--- config.mk ---
export PLATFORM = sky130hd
export DESIGN_NAME = multicycle_stage_sequencer_flat
export DESIGN_NICKNAME = d
export VERILOG_FILES = /design/src/rtl/multicycle_stage_sequencer_if.sv /design/src/rtl/multicycle_stage_sequencer.sv /design/src/flat_wrapper.sv
export SDC_FILE = /design/constraint.sdc
export NUM_CORES = 1
export LEC_CHECK = 0
export ABC_CLOCK_PERIOD_IN_PS = 5700
export BUFFER_PORTS_ARGS = -buffer_cell sky130_fd_sc_hd__buf_2
export CAP_MARGIN = 20
export CORE_ASPECT_RATIO = 1.4
export CORE_MARGIN = 5
export CORE_UTILIZATION = 50
export CTS_CLUSTER_DIAMETER = 30
export DETAILED_ROUTE_END_ITERATION = 10
export PLACE_DENSITY = 0.85
export SLEW_MARGIN = 5
export SYNTH_ARGS = -nofsm -noshare
export SYNTH_HDL_FRONTEND = slang
export SYNTH_SLANG_ARGS = --single-unit
--- constraint.sdc ---
create_clock -name clk -period 5.7 [get_ports clk]
set_clock_uncertainty 0.15 [all_clocks]
set_input_delay 0.285 -clock clk [delete_from_list [all_inputs] [get_ports clk]]
set_output_delay 0.285 -clock clk [all_outputs]
set_load 0.02 [all_outputs]
--- src/rtl/multicycle_stage_sequencer_if.sv ---
// Handshake bundle between the multicycle sequencer and the datapath/memory side.
// master = sequencer (drives strobes/requests), slave = datapath and memory.
interface multicycle_stage_sequencer_if #(
  parameter int CNT_WIDTH = 32
);
  logic                 run;
  logic [6:0]           opcode;
  logic                 branch_taken;
  logic                 mem_ready;
  logic                 mem_read;
  logic                 mem_write;
  logic                 pc_inc;
  logic                 pc_load;
  logic                 ir_ena;
  logic                 ab_ena;
  logic                 alu_out_ena;
  logic                 mdr_ena;
  logic                 rf_we;
  logic [2:0]           state;
  logic                 trap;
  logic                 bus_err;
  logic [CNT_WIDTH-1:0] retired;

  modport master (
    input  run, opcode, branch_taken, mem_ready,
    output mem_read, mem_write, pc_inc, pc_load, ir_ena, ab_ena,
           alu_out_ena, mdr_ena, rf_we, state, trap, bus_err, retired
  );

  modport slave (
    output run, opcode, branch_taken, mem_ready,
    input  mem_read, mem_write, pc_inc, pc_load, ir_ena, ab_ena,
           alu_out_ena, mdr_ena, rf_we, state, trap, bus_err, retired
  );
endinterface

--- src/rtl/multicycle_stage_sequencer.sv ---
// Control FSM for the multicycle RV32I core: owns every datapath register
// enable, the memory request handshake and the retired-instruction counter.
//
//   state     | meaning
//   ----------+-------------------------------------------------------------
//   FETCH     | idle until run; then mem_read until mem_ready (IR load, PC+4)
//   DECODE    | load A/B operands, reject illegal opcodes
//   EXECUTE   | load ALUOut, PC target for jumps / taken branches
//   MEMORY    | LOAD: mem_read until mem_ready (MDR load); STORE: mem_write
//   WRITEBACK | register-file write
//   TRAP      | sticky fault; only reset leaves it
module multicycle_stage_sequencer #(
  parameter int CNT_WIDTH = 32,
  parameter int TIMEOUT   = 255
) (
  input  logic                        clk,
  input  logic                        rst,
  multicycle_stage_sequencer_if.master bus
);

  // Wait counter only needs to reach TIMEOUT-1: the cycle that would take it
  // to TIMEOUT is the one that traps.
  localparam int WAIT_W = (TIMEOUT < 2) ? 1 : $clog2(TIMEOUT);
  localparam logic [WAIT_W-1:0] WAIT_LAST = WAIT_W'(TIMEOUT - 1);

  localparam logic [6:0] OPC_LOAD   = 7'b0000011;
  localparam logic [6:0] OPC_STORE  = 7'b0100011;
  localparam logic [6:0] OPC_OP     = 7'b0110011;
  localparam logic [6:0] OPC_OPIMM  = 7'b0010011;
  localparam logic [6:0] OPC_BRANCH = 7'b1100011;
  localparam logic [6:0] OPC_JAL    = 7'b1101111;
  localparam logic [6:0] OPC_JALR   = 7'b1100111;
  localparam logic [6:0] OPC_LUI    = 7'b0110111;
  localparam logic [6:0] OPC_AUIPC  = 7'b0010111;

  typedef enum logic [2:0] {
    S_FETCH     = 3'd0,
    S_DECODE    = 3'd1,
    S_EXECUTE   = 3'd2,
    S_MEMORY    = 3'd3,
    S_WRITEBACK = 3'd4,
    S_TRAP      = 3'd7
  } state_t;

  state_t               r_state;
  logic [WAIT_W-1:0]    r_wait;
  logic                 r_fetch_busy;
  logic                 r_trap;
  logic                 r_bus_err;
  logic [CNT_WIDTH-1:0] r_retired;

  logic w_legal;
  logic w_is_store;
  logic w_is_branch;
  logic w_is_jump;
  logic w_is_mem;
  logic w_fetch_req;
  logic w_req;
  logic w_done;
  logic w_timeout;

  logic w_mem_read;
  logic w_mem_write;
  logic w_ir_ena;
  logic w_ab_ena;
  logic w_alu_out_ena;
  logic w_pc_load;
  logic w_mdr_ena;
  logic w_rf_we;

  // Opcode classification straight from the IR output.
  always_comb begin
    w_legal = 1'b0;
    case (bus.opcode)
      OPC_LOAD, OPC_STORE, OPC_OP, OPC_OPIMM, OPC_BRANCH,
      OPC_JAL, OPC_JALR, OPC_LUI, OPC_AUIPC: w_legal = 1'b1;
      default:                               w_legal = 1'b0;
    endcase
  end

  assign w_is_store  = (bus.opcode == OPC_STORE);
  assign w_is_branch = (bus.opcode == OPC_BRANCH);
  assign w_is_jump   = (bus.opcode == OPC_JAL) || (bus.opcode == OPC_JALR);
  assign w_is_mem    = (bus.opcode == OPC_LOAD) || w_is_store;

  // Once a fetch request has gone out, r_fetch_busy keeps it alive even if run drops.
  assign w_fetch_req = (r_state == S_FETCH) && (bus.run || r_fetch_busy);
  assign w_req       = w_fetch_req || (r_state == S_MEMORY);
  assign w_done      = w_req && bus.mem_ready;
  assign w_timeout   = w_req && !bus.mem_ready && (r_wait == WAIT_LAST);

  // State, wait counter, sticky flags and retired count.
  always_ff @(posedge clk) begin
    if (!rst) begin
      r_state      <= S_FETCH;
      r_wait       <= '0;
      r_fetch_busy <= 1'b0;
      r_trap       <= 1'b0;
      r_bus_err    <= 1'b0;
      r_retired    <= '0;
    end else begin
      case (r_state)
        S_FETCH: begin
          if (w_done) begin
            r_state      <= S_DECODE;
            r_wait       <= '0;
            r_fetch_busy <= 1'b0;
          end else if (w_timeout) begin
            r_state      <= S_TRAP;
            r_trap       <= 1'b1;
            r_bus_err    <= 1'b1;
            r_wait       <= '0;
            r_fetch_busy <= 1'b0;
          end else if (w_fetch_req) begin
            r_wait       <= r_wait + WAIT_W'(1);
            r_fetch_busy <= 1'b1;
          end
        end
        S_DECODE: begin
          if (w_legal) begin
            r_state <= S_EXECUTE;
          end else begin
            r_state <= S_TRAP;
            r_trap  <= 1'b1;
          end
        end
        S_EXECUTE: begin
          if (w_is_mem) begin
            r_state <= S_MEMORY;
          end else if (w_is_branch) begin
            r_state   <= S_FETCH;
            r_retired <= r_retired + CNT_WIDTH'(1);
          end else begin
            r_state <= S_WRITEBACK;
          end
        end
        S_MEMORY: begin
          if (w_done) begin
            r_wait <= '0;
            if (w_is_store) begin
              r_state   <= S_FETCH;
              r_retired <= r_retired + CNT_WIDTH'(1);
            end else begin
              r_state <= S_WRITEBACK;
            end
          end else if (w_timeout) begin
            r_state   <= S_TRAP;
            r_trap    <= 1'b1;
            r_bus_err <= 1'b1;
            r_wait    <= '0;
          end else begin
            r_wait <= r_wait + WAIT_W'(1);
          end
        end
        S_WRITEBACK: begin
          r_state   <= S_FETCH;
          r_retired <= r_retired + CNT_WIDTH'(1);
        end
        S_TRAP: begin
          r_state <= S_TRAP;
        end
        default: begin
          r_state <= S_TRAP;
          r_trap  <= 1'b1;
        end
      endcase
    end
  end

  // Strobes and requests decoded from state and inputs; forced low while in reset.
  always_comb begin
    w_mem_read    = 1'b0;
    w_mem_write   = 1'b0;
    w_ir_ena      = 1'b0;
    w_ab_ena      = 1'b0;
    w_alu_out_ena = 1'b0;
    w_pc_load     = 1'b0;
    w_mdr_ena     = 1'b0;
    w_rf_we       = 1'b0;
    if (rst) begin
      case (r_state)
        S_FETCH: begin
          w_mem_read = w_fetch_req;
          w_ir_ena   = w_fetch_req && bus.mem_ready;
        end
        S_DECODE:  w_ab_ena = 1'b1;
        S_EXECUTE: begin
          w_alu_out_ena = 1'b1;
          w_pc_load     = w_is_jump || (w_is_branch && bus.branch_taken);
        end
        S_MEMORY: begin
          w_mem_write = w_is_store;
          w_mem_read  = !w_is_store;
          w_mdr_ena   = !w_is_store && bus.mem_ready;
        end
        S_WRITEBACK: w_rf_we = 1'b1;
        default: ;
      endcase
    end
  end

  assign bus.mem_read    = w_mem_read;
  assign bus.mem_write   = w_mem_write;
  assign bus.ir_ena      = w_ir_ena;
  assign bus.pc_inc      = w_ir_ena;
  assign bus.ab_ena      = w_ab_ena;
  assign bus.alu_out_ena = w_alu_out_ena;
  assign bus.pc_load     = w_pc_load;
  assign bus.mdr_ena     = w_mdr_ena;
  assign bus.rf_we       = w_rf_we;
  assign bus.state       = r_state;
  assign bus.trap        = r_trap;
  assign bus.bus_err     = r_bus_err;
  assign bus.retired     = r_retired;

endmodule

--- src/flat_wrapper.sv ---
// flat-port wrapper written by rule: the top's interface ports become plain ports
module multicycle_stage_sequencer_flat 
#(
  parameter int CNT_WIDTH = 32,
  parameter int TIMEOUT   = 255
)
  (clk, rst, bus_run, bus_opcode, bus_branch_taken, bus_mem_ready, bus_mem_read, bus_mem_write, bus_pc_inc, bus_pc_load, bus_ir_ena, bus_ab_ena, bus_alu_out_ena, bus_mdr_ena, bus_rf_we, bus_state, bus_trap, bus_bus_err, bus_retired);
  multicycle_stage_sequencer_if #(.CNT_WIDTH(CNT_WIDTH)) bus_i ();
  input  logic clk;
  input  logic rst;
  input wire logic [$bits(bus_i.run)-1:0] bus_run;
  input wire logic [$bits(bus_i.opcode)-1:0] bus_opcode;
  input wire logic [$bits(bus_i.branch_taken)-1:0] bus_branch_taken;
  input wire logic [$bits(bus_i.mem_ready)-1:0] bus_mem_ready;
  output wire logic [$bits(bus_i.mem_read)-1:0] bus_mem_read;
  output wire logic [$bits(bus_i.mem_write)-1:0] bus_mem_write;
  output wire logic [$bits(bus_i.pc_inc)-1:0] bus_pc_inc;
  output wire logic [$bits(bus_i.pc_load)-1:0] bus_pc_load;
  output wire logic [$bits(bus_i.ir_ena)-1:0] bus_ir_ena;
  output wire logic [$bits(bus_i.ab_ena)-1:0] bus_ab_ena;
  output wire logic [$bits(bus_i.alu_out_ena)-1:0] bus_alu_out_ena;
  output wire logic [$bits(bus_i.mdr_ena)-1:0] bus_mdr_ena;
  output wire logic [$bits(bus_i.rf_we)-1:0] bus_rf_we;
  output wire logic [$bits(bus_i.state)-1:0] bus_state;
  output wire logic [$bits(bus_i.trap)-1:0] bus_trap;
  output wire logic [$bits(bus_i.bus_err)-1:0] bus_bus_err;
  output wire logic [$bits(bus_i.retired)-1:0] bus_retired;
  assign bus_i.run = bus_run;
  assign bus_i.opcode = bus_opcode;
  assign bus_i.branch_taken = bus_branch_taken;
  assign bus_i.mem_ready = bus_mem_ready;
  assign bus_mem_read = bus_i.mem_read;
  assign bus_mem_write = bus_i.mem_write;
  assign bus_pc_inc = bus_i.pc_inc;
  assign bus_pc_load = bus_i.pc_load;
  assign bus_ir_ena = bus_i.ir_ena;
  assign bus_ab_ena = bus_i.ab_ena;
  assign bus_alu_out_ena = bus_i.alu_out_ena;
  assign bus_mdr_ena = bus_i.mdr_ena;
  assign bus_rf_we = bus_i.rf_we;
  assign bus_state = bus_i.state;
  assign bus_trap = bus_i.trap;
  assign bus_bus_err = bus_i.bus_err;
  assign bus_retired = bus_i.retired;
  multicycle_stage_sequencer #(.CNT_WIDTH(CNT_WIDTH), .TIMEOUT(TIMEOUT)) u_core (.clk(clk), .rst(rst), .bus(bus_i));
endmodule
# Yosys cells after proc, flatten, opt, wreduce, memory -nomap -nowiden
# Cells that the tools add are included.
# word_totals
reg_bits,46
output_inout_bits,46
word_cells,102
# op_classes
addsub,2
eq_ne,23
n_mux,43
bitwise,2
reduce_logical,26
# ops
op,count
2-to-1 mux 32 bit,4
case mux 32 bit (3 select lines),1
2-to-1 mux 8 bit,5
"adder 32 x 1 -> 32 bit, second input constant",1
2-to-1 mux 1 bit,22
"equality test 7 x 6 -> 1 bit, second input constant",3
"equality test 7 bit, second input constant",3
2-to-1 mux 3 bit,7
case mux 8 bit (2 select lines),1
case mux 3 bit (5 select lines),1
"equality test 7 x 5 -> 1 bit, second input constant",2
OR reduction 9 bit,1
"adder 8 x 1 -> 8 bit, second input constant",1
"equality test 8 bit, second input constant",1
"!= test 2 x 1 -> 1 bit, second input constant",4
"equality test 7 x 2 -> 1 bit, second input constant",1
logical AND 1 bit,7
"equality test 3 x 2 -> 1 bit, second input constant",2
"equality test 3 bit, second input constant",2
"!= test 2 bit, second input constant",3
nonzero test 3 bit,2
logical OR 1 bit,5
AND reduction 5 bit,1
"!= test 4 x 1 -> 1 bit, second input constant",1
other kinds (12),15

# Depth between registers and ports, before layout
# depth
word_depth,8
depth_mapped,8
ltp_nobuf,6

# Worst setup path after synthesis
# No wires, ideal clock.
# synth_timing
kind,reg2out
from,"register u_core.r_state[1], in the netlist u_core.bus.state[1]"
to,output port bus_pc_inc
arrival_time_ns,1.963
slack_ns,3.302
path_stages_with_launch,6
path_cell_list,dfxtp_1 -> buf_2 -> or2_1 -> clkbuf_1 -> nor4_1 -> buf_4
# synth_via
elab_chain_cells,5
# synth_lines
element,line_no,source
"start, declared",multicycle_stage_sequencer.sv:45,state_t r_state;
"start signal, assigned",multicycle_stage_sequencer.sv:95,r_state <= S_FETCH;
"start signal, assigned",multicycle_stage_sequencer.sv:105,r_state <= S_DECODE;
"start signal, assigned",multicycle_stage_sequencer.sv:109,r_state <= S_TRAP;
logical NOT 3 bit *,"multicycle_stage_sequencer.sv:87, multicycle_stage_sequencer.sv:181",
logical AND 1 bit,multicycle_stage_sequencer.sv:87,assign w_fetch_req = (r_state == S_FETCH) && (bus.run || r_fetch_busy);
logical AND 1 bit,multicycle_stage_sequencer.sv:184,w_ir_ena = w_fetch_req && bus.mem_ready;
2-to-1 mux 1 bit *,multicycle_stage_sequencer.sv:181,case (r_state)
2-to-1 mux 1 bit *,multicycle_stage_sequencer.sv:180,if (rst) begin
"end, declared",flat_wrapper.sv:17,output wire logic [$bits(bus_i.pc_inc)-1:0] bus_pc_inc;
# Mark *: on every way between the ends. The rest lies on a longest branch, timed or not.

# Worst setup path in the final report
# layout_timing
from,"register u_core.r_state[2], in the netlist u_core.bus.state[2]"
to,"register u_core.r_retired[20], in the netlist u_core.bus.retired[20]"
# layout_via
elab_chain_cells,6
# layout_lines
element,line_no,source
logical NOT 3 bit,multicycle_stage_sequencer.sv:87,
logical AND 1 bit,multicycle_stage_sequencer.sv:87,
logical OR 1 bit,multicycle_stage_sequencer.sv:88,assign w_req = w_fetch_req || (r_state == S_MEMORY);
logical AND 1 bit,multicycle_stage_sequencer.sv:89,assign w_done = w_req && bus.mem_ready;
!= test 2 x 1 -> 1 bit (no line),--,
AND reduction 5 bit (no line),--,
"end signal, assigned",multicycle_stage_sequencer.sv:132,r_retired <= r_retired + CNT_WIDTH'(1);
"end signal, assigned",multicycle_stage_sequencer.sv:142,r_retired <= r_retired + CNT_WIDTH'(1);
"end signal, assigned",multicycle_stage_sequencer.sv:157,r_retired <= r_retired + CNT_WIDTH'(1);
"end, declared",multicycle_stage_sequencer.sv:50,logic [CNT_WIDTH-1:0] r_retired;
# Several ways; a longest one is shown, not always the timed one.
# A chain may end at the register's enable or synchronous reset.

==> results.json <==
{
  "critical-path-top-delay-family": "simple AND/OR/NAND/NOR gates",
  "io_pins": 58,
  "initial_core_util_pct": 51.7,
  "die-area_sq_um": 6540,
  "powerDensity_nw_per_um2": 234,
  "ff2ff_path_depth": 6,
  "nNetsFinal": 375,
  "rows": 30,
  "finalCritPeriodShare_pct": 45.7,
  "yosys_warnings": 0,
  "p_leak_nw": 1.10,
  "ant_nets": 0,
  "startpoint_type": "flip-flop",
  "crit_path_end_kind": "flip-flop",
  "dp_cells": 417,
  "antenna_found_initial": 0,
  "drt_iter0_drc": 104,
  "area_growth_pct": 16.7,
  "cp.required_ns": 5.78,
  "regToRegStartpoint": "u_core.bus.state[2]",
  "gr-total-overflow": 0,
  "post_cts_resized": 0,
  "cts-htree-levels": 2,
  "vias": 2518,
  "max_freq_mhz": 384,
  "finalSetupViolCount": 0,
  "avgViaCountPerCell": 5.92,
  "place.gp.congestion": 0.844,
  "synth_fp_nets": 323,
  "cts_buffer_depth": 2,
  "grt_max_degree": 41,
  "hold_viol": 0,
  "utilization_pct": 60.3,
  "synth_edf_count": 0,
  "final_max_slew_viol_count": 0,
  "dp_hpwl_um": 4540,
  "path_cells": "or3b_1 > a21oi_1 > a22oi_1 > buf_4 > or4b_1 > a21oi_1",
  "core_sq_um": 4840,
  "synthDistinctLibCells": 53,
  "worstMarginPinSlew_ns": 0.766,
  "ff_latch_area_sq_um": 921,
  "die_h_um": 93.7,
  "crit_fanout": 28,
  "maxCapViolations": 0,
  "dieWidth_um": 69.8,
  "fillers": 431,
  "min_from": "rst",
  "fin_cells": 425,
  "slowest_stage": "dfxtp_1",
  "hp-class": "in -> reg",
  "hold_buffers": 0,
  "antenna_cells": 0,
  "slew_headroom_pct": 48.5,
  "rsz0062_at_grt": "false",
  "synth_ff_type": "dfxtp_1",
  "gr-usage-all-layers_pct": 19.4,
  "numCtsBuffers": 5,
  "outcome": "completed",
  "path_class": "reg -> reg",
  "slowest_delay_ns": 0.73,
  "setup_tns_ns": 0,
  "synth_seq_cells": 46,
  "r2r_end": "u_core.bus.retired[20]",
  "synth_area_per_cell_sq_um": 8.12,
  "netlist_area_sq_um": 2500,
  "layout-drive-gt1-share_pct": 20.5,
  "cts_tree": "done",
  "post_cts_buffers": 0,
  "portBuffers": 57,
  "vdd_drop_max_v": 0.000159,
  "cts_root_buf": "clkbuf_8",
  "synthArstFlopShare_pct": 0,
  "clk_pin_slew_worst_paths_ns": 0.09,
  "grt_pass1_wl_um": 10700,
  "arrival_ns": 2.68,
  "grt_pass1_vias": 2464,
  "seq_area_frac_synth_pct": 36.8,
  "crit_path_frequent_cell": "a21oi_1",
  "cts.sinks": 46,
  "layout_min_cycle_time_ns": 2.60,
  "drc": 0,
  "synthCells": 308,
  "regToRegSetupSlack_ns": 3.10,
  "multi_input_area_sq_um": 1460,
  "hold_depth": 2,
  "wl_per_cell_um": 14.7,
  "whs_endpoint": "u_core.bus.retired[15]",
  "path_buf_inv": 1,
  "drt_wl_total_um": 6240,
  "clk_latency_ns": 0.30,
  "firstDrtPassIters": 4
}
==> routing by layer <==
layer | up-vias | GRT usage [%] | routed length (um)
li1 | 1252 | - | -
met1 | 1193 | 21.1 | 2480
met2 | 65 | 36.5 | 3330
met3 | 8 | 4.50 | 347
met4 | 0 | 6.23 | 82
met5 | - | 0 | 0
==> cell usage in the layout (no fill, tap or decap), drive strengths merged, types with 3 or more instances in the layout <==
cell | netlist | routed
a21oi | 36 | 36
buf | 5 | 60
clkbuf | 10 | 7
dfxtp | 46 | 46
ha | 3 | 3
inv | 11 | 11
nand2 | 24 | 24
nand2b | 3 | 3
nand3 | 12 | 12
nand4 | 9 | 9
nor2 | 26 | 26
nor3 | 7 | 7
nor4 | 8 | 8
o21a | 3 | 3
o21ai | 20 | 20
o31ai | 11 | 11
o41ai | 3 | 3
or3 | 17 | 17
or3b | 3 | 3
or4 | 10 | 10
or4b | 3 | 3
xnor2 | 8 | 8
==> Yosys cell counts (2+ instances only) <==
master / n / share of area [%]
or3b_1: 3 / 1.1
nand3_1: 12 / 2.4
ha_1: 3 / 1.5
xnor2_1: 8 / 2.8
nand2b_1: 3 / 0.75
o21ai_0: 14 / 2.8
dfxtp_1: 46 / 37
buf_6: 2 / 0.90
and4_1: 2 / 0.70
o21a_1: 3 / 0.90
or3_1: 17 / 4.2
nand4_1: 8 / 2.0
nor4_1: 7 / 1.7
o41ai_1: 2 / 0.70
a211oi_1: 2 / 0.60
or4_1: 10 / 3.0
nor2_1: 26 / 3.9
clkbuf_1: 10 / 1.5
nor3_1: 5 / 1.0
nand2_1: 24 / 3.6
or4b_1: 2 / 0.80
nand3b_1: 2 / 0.60
o21ai_1: 6 / 1.2
nor3_2: 2 / 0.80
o31ai_1: 10 / 3.0
and3_1: 2 / 0.50
o31a_1: 2 / 0.70
a21oi_1: 36 / 7.2
xor2_1: 2 / 0.70
nor4b_1: 2 / 0.70
a22oi_1: 2 / 0.60
inv_1: 11 / 1.7
buf_2: 2 / 0.40
==> power by group <==
part	internal, mW	switching, mW
logic	0.0342	0.0572
registers	0.331	0.0174
clock network	0.131	0.112
==> kinds of logic (layout without fill, tap and decap cells) <==
family | Yosys count | in the layout | synth area share [%]
simple gates | 137 | 137 | 31.8
compound gates | 84 | 84 | 20.9
flops | 46 | 46 | 36.8
buf+inv | 26 | 79 | 4.75
xor+xnor | 10 | 10 | 3.50
fa+ha+maj | 4 | 4 | 1.90
mux | 1 | 1 | 0.400
==> through the flow <==
stage / worst slack [ns] / power [mW] / hold WS [ns] / cell area [sq um]
floorplan: 3.30 / 0.422 / 0.253 / 2500
global route: 2.90 / 0.715 / 0.125 / 2920
global placement: 3.19 / 0.445 / 0.289 / 2810
CTS: 3.11 / 0.687 / 0.115 / 2920
finish: 3.10 / 0.682 / 0.120 / 2920
detailed placement: 3.12 / 0.447 / 0.296 / 2810
==> worst register-to-register path, delay by kind of cell (launching register included) <==
| kind | cells | cell delay, ns |
|---|---|---|
| simple gates | 2 | 1.02 |
| flops | 1 | 0.73 |
| compound gates | 3 | 0.41 |
| buf+inv | 1 | 0.23 |
==> registers in the layout, summed over array words and instances (netlist names) <==
signal	flops
u_core.bus.bus_err	1
u_core.bus.retired	32
u_core.bus.state	3
u_core.bus.trap	1
u_core.r_fetch_busy	1
u_core.r_wait	8
==> how the worst max path moves through the flow <==
stage	start	endpoint	slack (ns)	depth (start not counted)
3_3_place_gp	u_core.bus.state[2]	u_core.bus.retired[25]	3.19	6
5_1_grt	u_core.bus.state[2]	u_core.bus.retired[20]	2.90	6
3_5_place_dp	u_core.bus.state[2]	u_core.bus.retired[20]	3.12	6
6_report	u_core.bus.state[2]	u_core.bus.retired[20]	3.10	6
4_1_cts	u_core.bus.state[2]	u_core.bus.retired[20]	3.11	6
2_1_floorplan	u_core.bus.state[1]	bus_pc_inc	3.30	5
==> cell type report <==
class	instances	area share, %
timing repair buffer	60	10.5
clock inverter	1	1.03
clock buffer	7	2.61
multi-input combinational	236	50.1
tap	64	2.74
sequential	46	31.5
inverter	11	1.41
Note: power is estimated with default switching activity, not from simulation.
